`src/rtl/riscv_pkg.sv`:
```
`default_nettype none
// ============================================================================
//  Module      : riscv_pkg
//  Description : Shared constants for the RV32I pipeline: bubble encoding,
//                default reset PC, instruction-field slice positions, IF/ID
//                register layout and a word-alignment helper.
//  Revision    : 1.0 - initial release
// ============================================================================
package riscv_pkg;

    // addi x0, x0, 0 : a legal instruction with no architectural effect
    localparam logic [31:0] NOP_INSTR        = 32'h0000_0013;
    localparam logic [31:0] DEFAULT_RESET_PC = 32'h0000_0000;

    // Instruction-field slice positions used by the decode-stage controller
    localparam int OP_LSB       = 0;
    localparam int OP_MSB       = 6;
    localparam int FUNCT3_LSB   = 12;
    localparam int FUNCT3_MSB   = 14;
    localparam int FUNCT7B5_BIT = 30;

    // IF/ID register layout: {Instr, PC, PCPlus4, Valid}
    localparam int IFID_W = 32 + 32 + 32 + 1;

    // Bubble contents loaded into IF/ID on reset or flush
    localparam logic [IFID_W-1:0] IFID_BUBBLE = {NOP_INSTR, 32'h0, 32'h0, 1'b0};

    // Clears the two byte-offset bits so a fetch address is always word aligned
    function automatic logic [31:0] align_word(input logic [31:0] addr);
        return addr & 32'hFFFF_FFFC;
    endfunction

endpackage : riscv_pkg
`default_nettype wire

```
`src/rtl/fetch_stage_flopenrc.sv`:
```
`default_nettype none
// ============================================================================
//  Module      : flopenrc
//  Description : Parameterised-width register with synchronous reset,
//                synchronous clear and load enable. Reset and clear both load
//                RESET_VAL; priority is rst > i_clr > i_en.
//  Ports       : clk   - clock
//                rst   - synchronous active-high reset
//                i_en  - load enable
//                i_clr - synchronous clear (independent of i_en)
//                i_d   - next value
//                o_q   - registered value
//  Revision    : 1.0 - initial release
// ============================================================================
module flopenrc #(
    parameter int               WIDTH     = 32,
    parameter logic [WIDTH-1:0] RESET_VAL = '0
) (
    input  logic             clk,
    input  logic             rst,
    input  logic             i_en,
    input  logic             i_clr,
    input  logic [WIDTH-1:0] i_d,
    output logic [WIDTH-1:0] o_q
);

    logic [WIDTH-1:0] r_q;

    always_ff @(posedge clk) begin
        if (rst) begin
            r_q <= RESET_VAL;
        end else if (i_clr) begin
            r_q <= RESET_VAL;
        end else if (i_en) begin
            r_q <= i_d;
        end
    end

    assign o_q = r_q;

endmodule : flopenrc
`default_nettype wire

```
`src/rtl/fetch_stage.sv`:
```
`default_nettype none
// ============================================================================
//  Module      : fetch_stage
//  Description : RV32I instruction-fetch stage plus IF/ID pipeline register.
//                Holds the PC, selects sequential or redirected next PC and
//                registers the fetched instruction into decode, obeying
//                stall/flush requests from the hazard unit.
//  Ports       : clk, reset          - clock, synchronous active-high reset
//                StallF, StallD      - hold PC / hold IF/ID
//                FlushD              - squash IF/ID to a NOP bubble
//                PCSrcE, PCTargetE   - redirect request and target from execute
//                PCF, PCPlus4F       - fetch address and its sequential successor
//                InstrF              - instruction word read at PCF
//                InstrD, PCD,
//                PCPlus4D, ValidD    - decode-stage instruction and its PCs/valid
//  Revision    : 1.0 - initial release
// ============================================================================
module fetch_stage
    import riscv_pkg::*;
#(
    parameter logic [31:0] RESET_PC = DEFAULT_RESET_PC
) (
    input  logic        clk,
    input  logic        reset,
    input  logic        StallF,
    input  logic        StallD,
    input  logic        FlushD,
    input  logic        PCSrcE,
    input  logic [31:0] PCTargetE,
    output logic [31:0] PCF,
    input  logic [31:0] InstrF,
    output logic [31:0] PCPlus4F,
    output logic [31:0] InstrD,
    output logic [31:0] PCD,
    output logic [31:0] PCPlus4D,
    output logic        ValidD
);

    logic [31:0]       r_pcf;
    logic [31:0]       w_pcplus4f;
    logic [31:0]       w_pc_next;
    logic              w_pc_en;
    logic [IFID_W-1:0] w_ifid_d;
    logic [IFID_W-1:0] r_ifid;

    // Sequential successor; wraps modulo 2^32 with no flag
    assign w_pcplus4f = r_pcf + 32'd4;

    // A redirect must load even while the PC is stalled, so it both selects
    // the target and forces the enable.
    assign w_pc_next = PCSrcE ? align_word(PCTargetE) : w_pcplus4f;
    assign w_pc_en   = PCSrcE | ~StallF;

    flopenrc #(
        .WIDTH     (32),
        .RESET_VAL (RESET_PC)
    ) u_pc_reg (
        .clk   (clk),
        .rst   (reset),
        .i_en  (w_pc_en),
        .i_clr (1'b0),
        .i_d   (w_pc_next),
        .o_q   (r_pcf)
    );

    // Clear takes precedence over enable inside flopenrc, so FlushD wins
    // over StallD when both are asserted.
    assign w_ifid_d = {InstrF, r_pcf, w_pcplus4f, 1'b1};

    flopenrc #(
        .WIDTH     (IFID_W),
        .RESET_VAL (IFID_BUBBLE)
    ) u_ifid_reg (
        .clk   (clk),
        .rst   (reset),
        .i_en  (~StallD),
        .i_clr (FlushD),
        .i_d   (w_ifid_d),
        .o_q   (r_ifid)
    );

    assign PCF      = r_pcf;
    assign PCPlus4F = w_pcplus4f;
    assign InstrD   = r_ifid[96:65];
    assign PCD      = r_ifid[64:33];
    assign PCPlus4D = r_ifid[32:1];
    assign ValidD   = r_ifid[0];

endmodule : fetch_stage
`default_nettype wire

```
`config.mk`:
```
export PLATFORM = sky130hd
export DESIGN_NAME = fetch_stage
export DESIGN_NICKNAME = d
export VERILOG_FILES = /design/src/rtl/riscv_pkg.sv /design/src/rtl/fetch_stage_flopenrc.sv /design/src/rtl/fetch_stage.sv
export SDC_FILE = /design/constraint.sdc
export NUM_CORES = 1
export LEC_CHECK = 0
export BUFFER_PORTS_ARGS = -buffer_cell sky130_fd_sc_hd__buf_2
export CORE_UTILIZATION = 44
export DETAILED_ROUTE_END_ITERATION = 10
export PLACE_DENSITY = 0.83
export SLEW_MARGIN = 5
export SYNTH_ARGS = -nofsm -noshare
export SYNTH_HDL_FRONTEND = slang
export SYNTH_SLANG_ARGS = --single-unit
```
`constraint.sdc`:
```
create_clock -name clk -period 2 [get_ports clk]
set_input_delay 0.3 -clock clk [delete_from_list [all_inputs] [get_ports clk]]
set_output_delay 0.3 -clock clk [all_outputs]
set_load 0.05 [all_outputs]
```
==> results_dict.tcl, run 1 <==
set metrics [dict create \
    outcome "finished with violations" \
    failed_checks "negative setup slack" \
    rr_startpoint "u_pc_reg.o_q[17]" \
    coreArea_sq_mm 0.01267 \
    gp_congestion 0.8407 \
    setup_ws_ns -0.6208 \
    synth_seq_area_share_pct 43.03 \
    grt_pass1_wl_mm 31.11 \
    multi_input_area_sq_mm 0.003757 \
    yosysMostFrequentCell "dfxtp_1" \
    synth_top_cell_by_area "dfxtp_1" \
    start_kind "flop" \
    final-setup-viol-count 36 \
    fp.dieH_um 116.0 \
    grt-ovfl-total 0 \
    finalCoreUtilization_pct 77.32 \
    io_buffers 220 \
    grt_pass1_vias 6087 \
    r2r_setup_slack_ns -0.32 \
    initial_utilization_pct 45.17 \
    hold_viol 0 \
    grt.busiest_layer "met2" \
    vdd_drop_max_mv 0.8600 \
    ys_types 52 \
    cts.root.buffer_cell "clkbuf_16" \
    dp.cells 1075 \
    rsz0062_at_grt "true" \
    dp_hpwl_mm 12.97 \
    critPathKind "flop to primary output" \
    clock_path_buffers 2 \
    cts_buffers 17 \
    drtIter0Drc 713 \
    stdcell_count 1162 \
    report.final.slew_viol_count 0 \
    h-tree-depth 4 \
    synth_seq_cells 123 \
    relSlewSlack_pct 64.97 \
    drc 0 \
    synth_area_leaders "dfxtp_1, mux2i_1, nor2_1" \
    routedWlPerCell_um 19.83 \
    tightest_slew_ns 0.5122 \
    final.min_clock_period_ns 2.621 \
    fin_skew_ns 0.01033 \
    yosysWarnings 0 \
    whs_ns 0.09318 \
    grt.total_usage_pct 30.47 \
    die_w_um 116.0 \
    nets 1047 \
    whs_endpoint "u_ifid_reg.o_q[69]" \
    seqCellArea_sq_mm 0.002541 \
    ys.flop_type "dfxtp_1" \
    met1_usage_pct 34.88 \
    synth_area_per_cell_sq_um 8.751 \
    crit_arrival_ns 2.32 \
    crit_path_end_kind "primary output" \
    grt_max_degree 64 \
    antenna_found_initial 0 \
    path_clk_slew_ns 0.06 \
    netlist_instances 654 \
    netlist_top_cells_count "dfxtp_1, nor2_1, mux2i_1" \
    synthArstFlopShare_pct 0 \
    wl_mm 23.04 \
    hold_class "primary input to flop" \
    power_density_mw_per_mm2 750.1 \
    cts_tree "built" \
    fillers 771 \
    vias 6664 \
    total_power_mw 7.349 \
    worstPathRequired_ns 1.70 \
    area_growth_pct 71.19 \
    layout-drive-gt1-share_pct 54.20 \
    p_leak_nw 4.612 \
    grt_use_met3_pct 6.956 \
    firstDrtPassIters 5 \
    hold_start "InstrF[4]" \
    vias_per_cell 5.735 \
    die_area_sq_mm 0.01347 \
    ant_nets 0 \
    crit_fanout 5 \
    netlist_area_sq_mm 0.005723 \
    max_cap_violations 0 \
    synth_edf_count 0 \
    synthDominantCellAreaShare_pct 43.03 \
    io_pins 231 \
    met2_usage_pct 52.74 \
    clk_latency_ns 0.42 \
    finalCritPeriodShare_pct 131.0 \
    hold_path_depth 3 \
    r2r-end "u_pc_reg.o_q[29]" \
    reg2reg_depth 7 \
    cts.sinks 123 \
    fmax_ghz 0.3816 \
    rows 41 \
]
registers in the layout, indices dropped and copies added, names as in the netlist:
name / cells
u_pc_reg.o_q: 30
u_ifid_reg.o_q: 93
stage by stage:
stage | instance area (sq um) | worst slack [ns] | TNS (ns)
floorplan | 6306 | -0.2693 | -6.160
global placement | 7953 | -0.1607 | -1.924
detailed placement | 7953 | -0.2088 | -2.704
CTS | 9359 | -0.5662 | -9.648
global route | 9794 | -0.6554 | -14.09
finish | 9797 | -0.6208 | -12.06
layout by cell type, fill, tap and decap left out, types with 5 or more instances in the layout:
cell,instances
a211oi_1,12
o211a_1,5
conb_1,8
nor3_1,11
buf_8,11
mux2i_1,60
nand4_1,13
xnor2_1,11
dfxtp_2,12
dfxtp_1,94
a311oi_2,7
nand2b_1,10
nor4_2,5
a311oi_1,8
or2_4,5
xnor2_4,8
nand2_1,31
clkbuf_16,18
nor2_4,6
o21ba_2,6
inv_1,11
and4_1,7
or4_4,8
xor2_2,7
buf_2,191
or3_1,5
o21ai_0,20
nor2_1,84
or3_4,6
dfxtp_4,17
nand3_1,5
buf_4,114
buf_6,49
nor4_4,6
a21oi_1,15
buf_12,5
worst max-delay path by stage:
stage | cells after the start | endpoint | slack [ns] | startpoint
finish | 6 | PCPlus4F[23] | -0.62 | u_pc_reg.o_q[5]
global route | 6 | PCPlus4F[23] | -0.66 | u_pc_reg.o_q[5]
CTS | 5 | PCPlus4F[29] | -0.57 | u_pc_reg.o_q[3]
detailed placement | 4 | u_pc_reg.o_q[26] | -0.21 | u_pc_reg.o_q[9]
global placement | 5 | PCPlus4F[29] | -0.16 | u_pc_reg.o_q[2]
floorplan | 6 | PCPlus4F[30] | -0.27 | u_pc_reg.o_q[11]
cell families after synthesis:
| group | Yosys count | share of synthesized area [%] |
|---|---|---|
| AOI/OAI and AO/OA | 112 | 14.15 |
| xor gates and xnor gates | 31 | 4.744 |
| adders and majority gates | 1 | 0.2186 |
| buffers and inverters | 87 | 6.471 |
| DFF | 123 | 43.03 |
| muxes | 60 | 10.49 |
| other | 1 | 0.06553 |
| and+or+nand+nor | 239 | 20.84 |
worst max-delay path, cell delays in order (launching register included):
cell and delay [ns]:
dfxtp_4 0.34, nand4_1 0.15, buf_4 0.19, or4_4 0.57, or3_4 0.40, nand2_2 0.10
buf_8 0.15
report_power, final:
part | switching, mW | internal, mW
Sequential | 0.0714 | 2.55
Combinational | 1.06 | 0.537
Clock | 1.13 | 2.00
metal layers:
layer / vias up / part of all wire (%) / wire length, um
met5: - / 0 / 0
met4: 0 / 4.6 / 1049
met3: 111 / 8.1 / 1876
met2: 451 / 49 / 11380
met1: 3146 / 38 / 8734
li1: 2956 / - / -
timing repair:
item,in CTS,in global routing
gates resized for setup,124,71
pin swaps,43,38
hold buffers,0,0
setup buffers,39,25
setup endpoints to repair,35,43
cloned,0,1
layout make-up:
type,instances,share of cell area [%]
antenna,1,0.02554
clock buffer,22,5.057
clock inverter,10,1.137
inverter,12,0.4598
multi-input combinational,452,38.35
sequential,123,25.94
tap,172,2.197
timing repair buffer,370,26.83
Power figures use the tool's default switching activity.
==> run 2, diff against run 1 <==
ABC_AREA = 1   (was unset)
CORE_UTILIZATION = 43   (was 44)
PLACE_DENSITY = 0.82   (was 0.83)
==> run 2 against run 1 <==
  * Clock power down 8.9%
  * Sequential share of layout area grew 3.3 points
  * Critical path type unchanged
  * Largest power group unchanged
  * Wire length decreased by 18%
  * Via count shrank 7.9%
  * The flow still finishes with violations (negative setup slack)
  * Global-route usage down 2.5 points
  * Non-clock buffer count fell by 82
==> results_dict.tcl, run 2 <==
set metrics [dict create \
    io_pins 231 \
    synth_top_cell_by_area "dfxtp_1" \
    grt_pass1_vias 5735 \
    io_buffers 220 \
    path_clk_slew_ns 0.05 \
    failed_checks "negative setup slack" \
    synth_edf_count 0 \
    fin_skew_ns 0.006066 \
    netlist_top_cells_count "nand2_1, dfxtp_1, nor2_1" \
    r2r-end "u_ifid_reg.o_q[21]" \
    antenna_cells 0 \
    layout_common_cells "buf_2, nand2_1, dfxtp_1, nor2_1, inv_1" \
    synth_area_per_cell_sq_um 6.953 \
    cts.root.buffer_cell "clkbuf_16" \
    grt_use_met3_pct 7.907 \
    setup_ws_ns -0.2166 \
    largest_reg_flops 93 \
    grt_max_degree 69 \
    rsz0062_at_grt "true" \
    rows 40 \
    r2r_setup_slack_ns 0.01 \
    crit_path_end_kind "primary output" \
    dp_slack_ns 0.04727 \
    wl_mm 18.80 \
    grt.total_usage_pct 28.01 \
    rr_startpoint "u_pc_reg.o_q[2]" \
    nets 1122 \
    final.min_clock_period_ns 2.217 \
    drc 0 \
    ys_types 24 \
    fmax_ghz 0.4511 \
    finalCritPeriodShare_pct 110.8 \
    outcome "finished with violations" \
    grt_pass1_wl_mm 28.33 \
    netlist_area_sq_mm 0.005465 \
    final_common_cell "buf_2" \
    vias 6137 \
    startpoint "u_pc_reg.o_q[2]" \
    area_growth_pct 56.87 \
    met1_usage_pct 33.04 \
    synthDominantCellAreaShare_pct 45.05 \
    drtIter0Drc 436 \
    synthArstFlopShare_pct 0 \
    power_density_mw_per_mm2 795.9 \
    synth_seq_cells 123 \
    worstPathRequired_ns 1.70 \
    start_kind "flop" \
    coreArea_sq_mm 0.01221 \
    cts_tree "built" \
    vias_per_cell 4.985 \
    critPathKind "flop to primary output" \
    met2_usage_pct 47.96 \
    fp.dieH_um 114.7 \
    cts_buffers 17 \
    hold_viol 0 \
    whs_ns 0.09311 \
    netlist_instances 786 \
    clock_path_buffers 2 \
    ant_nets 0 \
    hold_path_depth 3 \
    fin_tns_setup_ns -3.221 \
    crit_arrival_ns 1.92 \
    ys.flop_type "dfxtp_1" \
    yosysMostFrequentCell "nand2_1" \
    h-tree-depth 4 \
    initial_utilization_pct 44.75 \
    total_power_mw 6.823 \
    final-setup-viol-count 26 \
    routedWlPerCell_um 15.28 \
    synth_seq_area_share_pct 45.05 \
    antenna_found_initial 0 \
    vdd_drop_max_mv 0.6851 \
    synth_area_leaders "dfxtp_1, nand2_1, a21oi_1" \
    crit_fanout 5 \
    die_area_sq_mm 0.01317 \
    reg2reg_depth 14 \
    endpoint "PCPlus4F[22]" \
    yosysWarnings 0 \
    grt.busiest_layer "met2" \
    firstDrtPassIters 5 \
    hold_class "primary input to flop" \
    clk_latency_ns 0.41 \
    gp_congestion 0.7995 \
    layout-drive-gt1-share_pct 40.83 \
    die_w_um 114.7 \
    report.final.slew_viol_count 0 \
    max_cap_violations 0 \
    cts.sinks 123 \
    grt-ovfl-total 0 \
    dp_hpwl_mm 11.77 \
    p_leak_nw 4.296 \
]
run 2: cell types whose count changed in the layout (fill, tap and decap cells not counted), sizes merged, moves of 53 or more:
cell | before | now
a21oi | 16 | 81
buf | 370 | 288
inv | 12 | 83
mux2i | 60 | 0
nand2 | 38 | 220
o21ai | 25 | 78
run 2: how the worst min path moves through the flow:
| stage | startpoint | end | slack [ns] |
|---|---|---|---|
| after CTS | InstrF[0] | u_ifid_reg.o_q[65] | 0.07 |
| after floorplan | InstrF[0] | u_ifid_reg.o_q[65] | 0.41 |
| after detailed placement | u_ifid_reg.o_q[40] | u_ifid_reg.o_q[40] | 0.45 |
| after global routing | InstrF[1] | u_ifid_reg.o_q[66] | 0.08 |
| final | InstrF[1] | u_ifid_reg.o_q[66] | 0.09 |
| after global placement | u_ifid_reg.o_q[80] | u_ifid_reg.o_q[80] | 0.44 |
run 2: layout make-up:
class	instances	area, sq um
fillers	964	3638
repair buffers	288	1957
flip-flops and latches	123	2510
clock buffers	25	516.7
inverters	85	324.1
well taps	168	210.2
multi-input cells	536	3020
clock inverters	6	35.03
run 2: where the power goes:
part	switching, mW	internal, mW	total (mW)
Clock	1.07	1.77	2.85
Sequential	0.0837	2.56	2.64
Combinational	0.948	0.388	1.34
Total	2.11	4.72	6.82
run 2: cell families after synthesis:
group	share of synthesized area, %
buf+inv	9.822
simple gates	26.10
fa+ha+maj	0.2289
xor+xnor	3.365
flops	45.05
other cells	0.06862
compound gates	15.36
run 2: metrics by stage:
step | area [sq um] | cells | util (%)
2_1_floorplan | 5688 | 793 | -
3_3_place_gp | 7023 | 1160 | 57.51
3_5_place_dp | 7023 | 1160 | 57.51
4_1_cts | 8207 | 1215 | 67.20
5_1_grt | 8573 | 1231 | 70.20
6_report | 8573 | 1231 | 70.20
run 2: repair_timing:
item / CTS / global route
hold buffers: 0 / 0
setup buffers: 24 / 18
gates resized for setup: 113 / 62
setup endpoints to repair: 26 / 30
cloned: 0 / 0
pin swaps: 39 / 30
run 2: critical path: stages, from the launching register on:
cell and delay [ns]:
dfxtp_4 0.38, ha_4 0.15, nand2_4 0.05, nor2_4 0.14, nand2_4 0.11, nor2_4 0.24, nand3_1 0.13, nand2_2 0.14
buf_8 0.15
run 2: per-layer routing:
metal	vias up	wire [um]
met5	-	0
met4	0	363
met3	30	1379
met2	295	9513
met1	2843	7547
li1	2969	-
==> run 3, diff against run 2 <==
CORE_UTILIZATION = 48   (was 43)
PLACE_DENSITY = 0.86   (was 0.82)
clock period = 2.3 ns   (was 2 ns; I/O delays follow)
==> run 3 against run 2 <==
  * The flow now finishes without violations
  * Register-to-register slack improved by 0.35 ns
  * Utilization up 1.3 points
  * Clock-buffer cell count decreased by 7
  * Sequential share of layout area is 2.4 points higher
  * Wire length is 8.3% lower
  * Critical endpoint is now PCPlus4F[16]
  * Largest cell class unchanged
==> results_dict.tcl, run 3 (same netlist as run 2, synthesis figures left out) <==
set metrics [dict create \
    outcome "completed" \
    clk_latency_ns 0.41 \
    power_density_mw_per_mm2 803.5 \
    final_common_cell "buf_2" \
    report.final.slew_viol_count 0 \
    hold_class "primary input to flop" \
    grt_max_degree 81 \
    finalCritPeriodShare_pct 98.19 \
    io_pins 231 \
    io_buffers 220 \
    worstPathRequired_ns 1.96 \
    max_cap_violations 0 \
    area_growth_pct 43.73 \
    crit_fanout 4 \
    layout-drive-gt1-share_pct 34.86 \
    h-tree-depth 4 \
    crit_top_cell "nor2_4" \
    grt_pass1_wl_mm 25.70 \
    coreArea_sq_mm 0.01098 \
    dp_slack_ns 0.2021 \
    path_clk_slew_ns 0.05 \
    grt-ovfl-total 0 \
    antenna_found_initial 0 \
    crit_arrival_ns 1.91 \
    die_w_um 108.7 \
    vias 5869 \
    tightest_slew_ns 1.138 \
    fin_tns_setup_ns 0 \
    clock_path_buffers 2 \
    grt_pass1_vias 5351 \
    die_area_sq_mm 0.01182 \
    cts_tree "built" \
    hold_viol 0 \
    fillers 849 \
    largest_reg_flops 93 \
    gp_congestion 0.8630 \
    firstDrtPassIters 5 \
    grt.total_usage_pct 28.11 \
    crit_path_top_delay_cell "dfxtp_4" \
    rsz0062_at_grt "true" \
    wl_mm 17.24 \
    final.min_clock_period_ns 2.258 \
    routedWlPerCell_um 14.76 \
    path_cells "ha_4, nand2_4, nor2_4, buf_4, nand2_2, nor2_4, xor2_2, buf_6" \
    total_power_mw 6.311 \
    fp.dieH_um 108.7 \
    cts_buffers 17 \
    fin_skew_ns 0.008117 \
    rows 38 \
    ant_nets 0 \
    cts.root.buffer_cell "clkbuf_16" \
    fmax_ghz 0.4428 \
    final-setup-viol-count 0 \
    layout_common_cells "buf_2, nand2_1, dfxtp_1, nor2_1" \
    slowest_delay_ns 0.37 \
    vias_per_cell 5.025 \
    start_kind "flop" \
    crit_path_end_kind "primary output" \
    critPathKind "flop to primary output" \
    nets 1085 \
    p_leak_nw 3.911 \
    relSlewSlack_pct 24.16 \
    drtIter0Drc 404 \
    initial_utilization_pct 49.76 \
    dp_hpwl_mm 11.26 \
    vdd_drop_max_mv 0.7738 \
    cts.sinks 123 \
    setup_ws_ns 0.04163 \
    drc 0 \
]
run 3: stage by stage:
step | instances | hold slack, ns | utilization, % | area (sq um)
after CTS | 1159 | 0.1261 | 70.05 | 7694
after detailed placement | 1121 | 0.4521 | 62.42 | 6855
final | 1168 | 0.1403 | 71.52 | 7855
after global placement | 1121 | 0.4417 | 62.42 | 6855
after global routing | 1167 | 0.1382 | 71.50 | 7853
after floorplan | 793 | 0.4582 | - | 5650
run 3: worst paths after layout:
| path | cells past startpoint | end | slack, ns | start |
|---|---|---|---|---|
| worst max register to register | 12 | u_ifid_reg.o_q[27] | 0.36 | u_pc_reg.o_q[3] |
| worst min-delay path | 3 | u_ifid_reg.o_q[66] | 0.14 | InstrF[1] |
| worst max-delay path | 8 | PCPlus4F[16] | 0.04 | u_pc_reg.o_q[3] |
| worst min register to register | 2 | u_ifid_reg.o_q[87] | 0.46 | u_ifid_reg.o_q[87] |
run 3: final cells by class:
cell class                      instances  area, sq um  area share, %
Antenna cell                            1        2.502        0.03186
Clock buffer                           18        429.2          5.464
Clock inverter                         14        220.2          2.803
Inverter                               85        324.1          4.126
Multi-Input combinational cell        536         2745          34.95
Sequential cell                       123         2489          31.68
Tap cell                              140        175.2          2.230
Timing Repair Buffer                  251         1470          18.72
run 3: what timing repair did:
item,in CTS,in global routing
setup buffers,6,8
resized for setup,45,35
hold buffers,0,0
endpoints found under the setup margin,21,23
pin swaps,9,15
hold endpoints to repair,0,0
run 3: critical path: cells and delay by family, from the launching register on:
family        cells  cell delay, ns
xor+xnor          1            0.22
fa+ha+maj         1            0.16
buf+inv           2            0.33
flops             1            0.37
simple gates      4            0.44
run 3: per-layer routing:
layer  up-vias  track usage [%]  share of wire, %
met2       248            47.78                49
met1      2696            33.17                41
met4         0            12.07               3.0
met3        43            7.711               6.7
li1       2882                -                 -
met5         -                0                 0
run 3: report_power, final:
part	switching, mW	internal, mW
registers	0.0713	2.22
clock network	1.03	1.93
logic	0.789	0.275
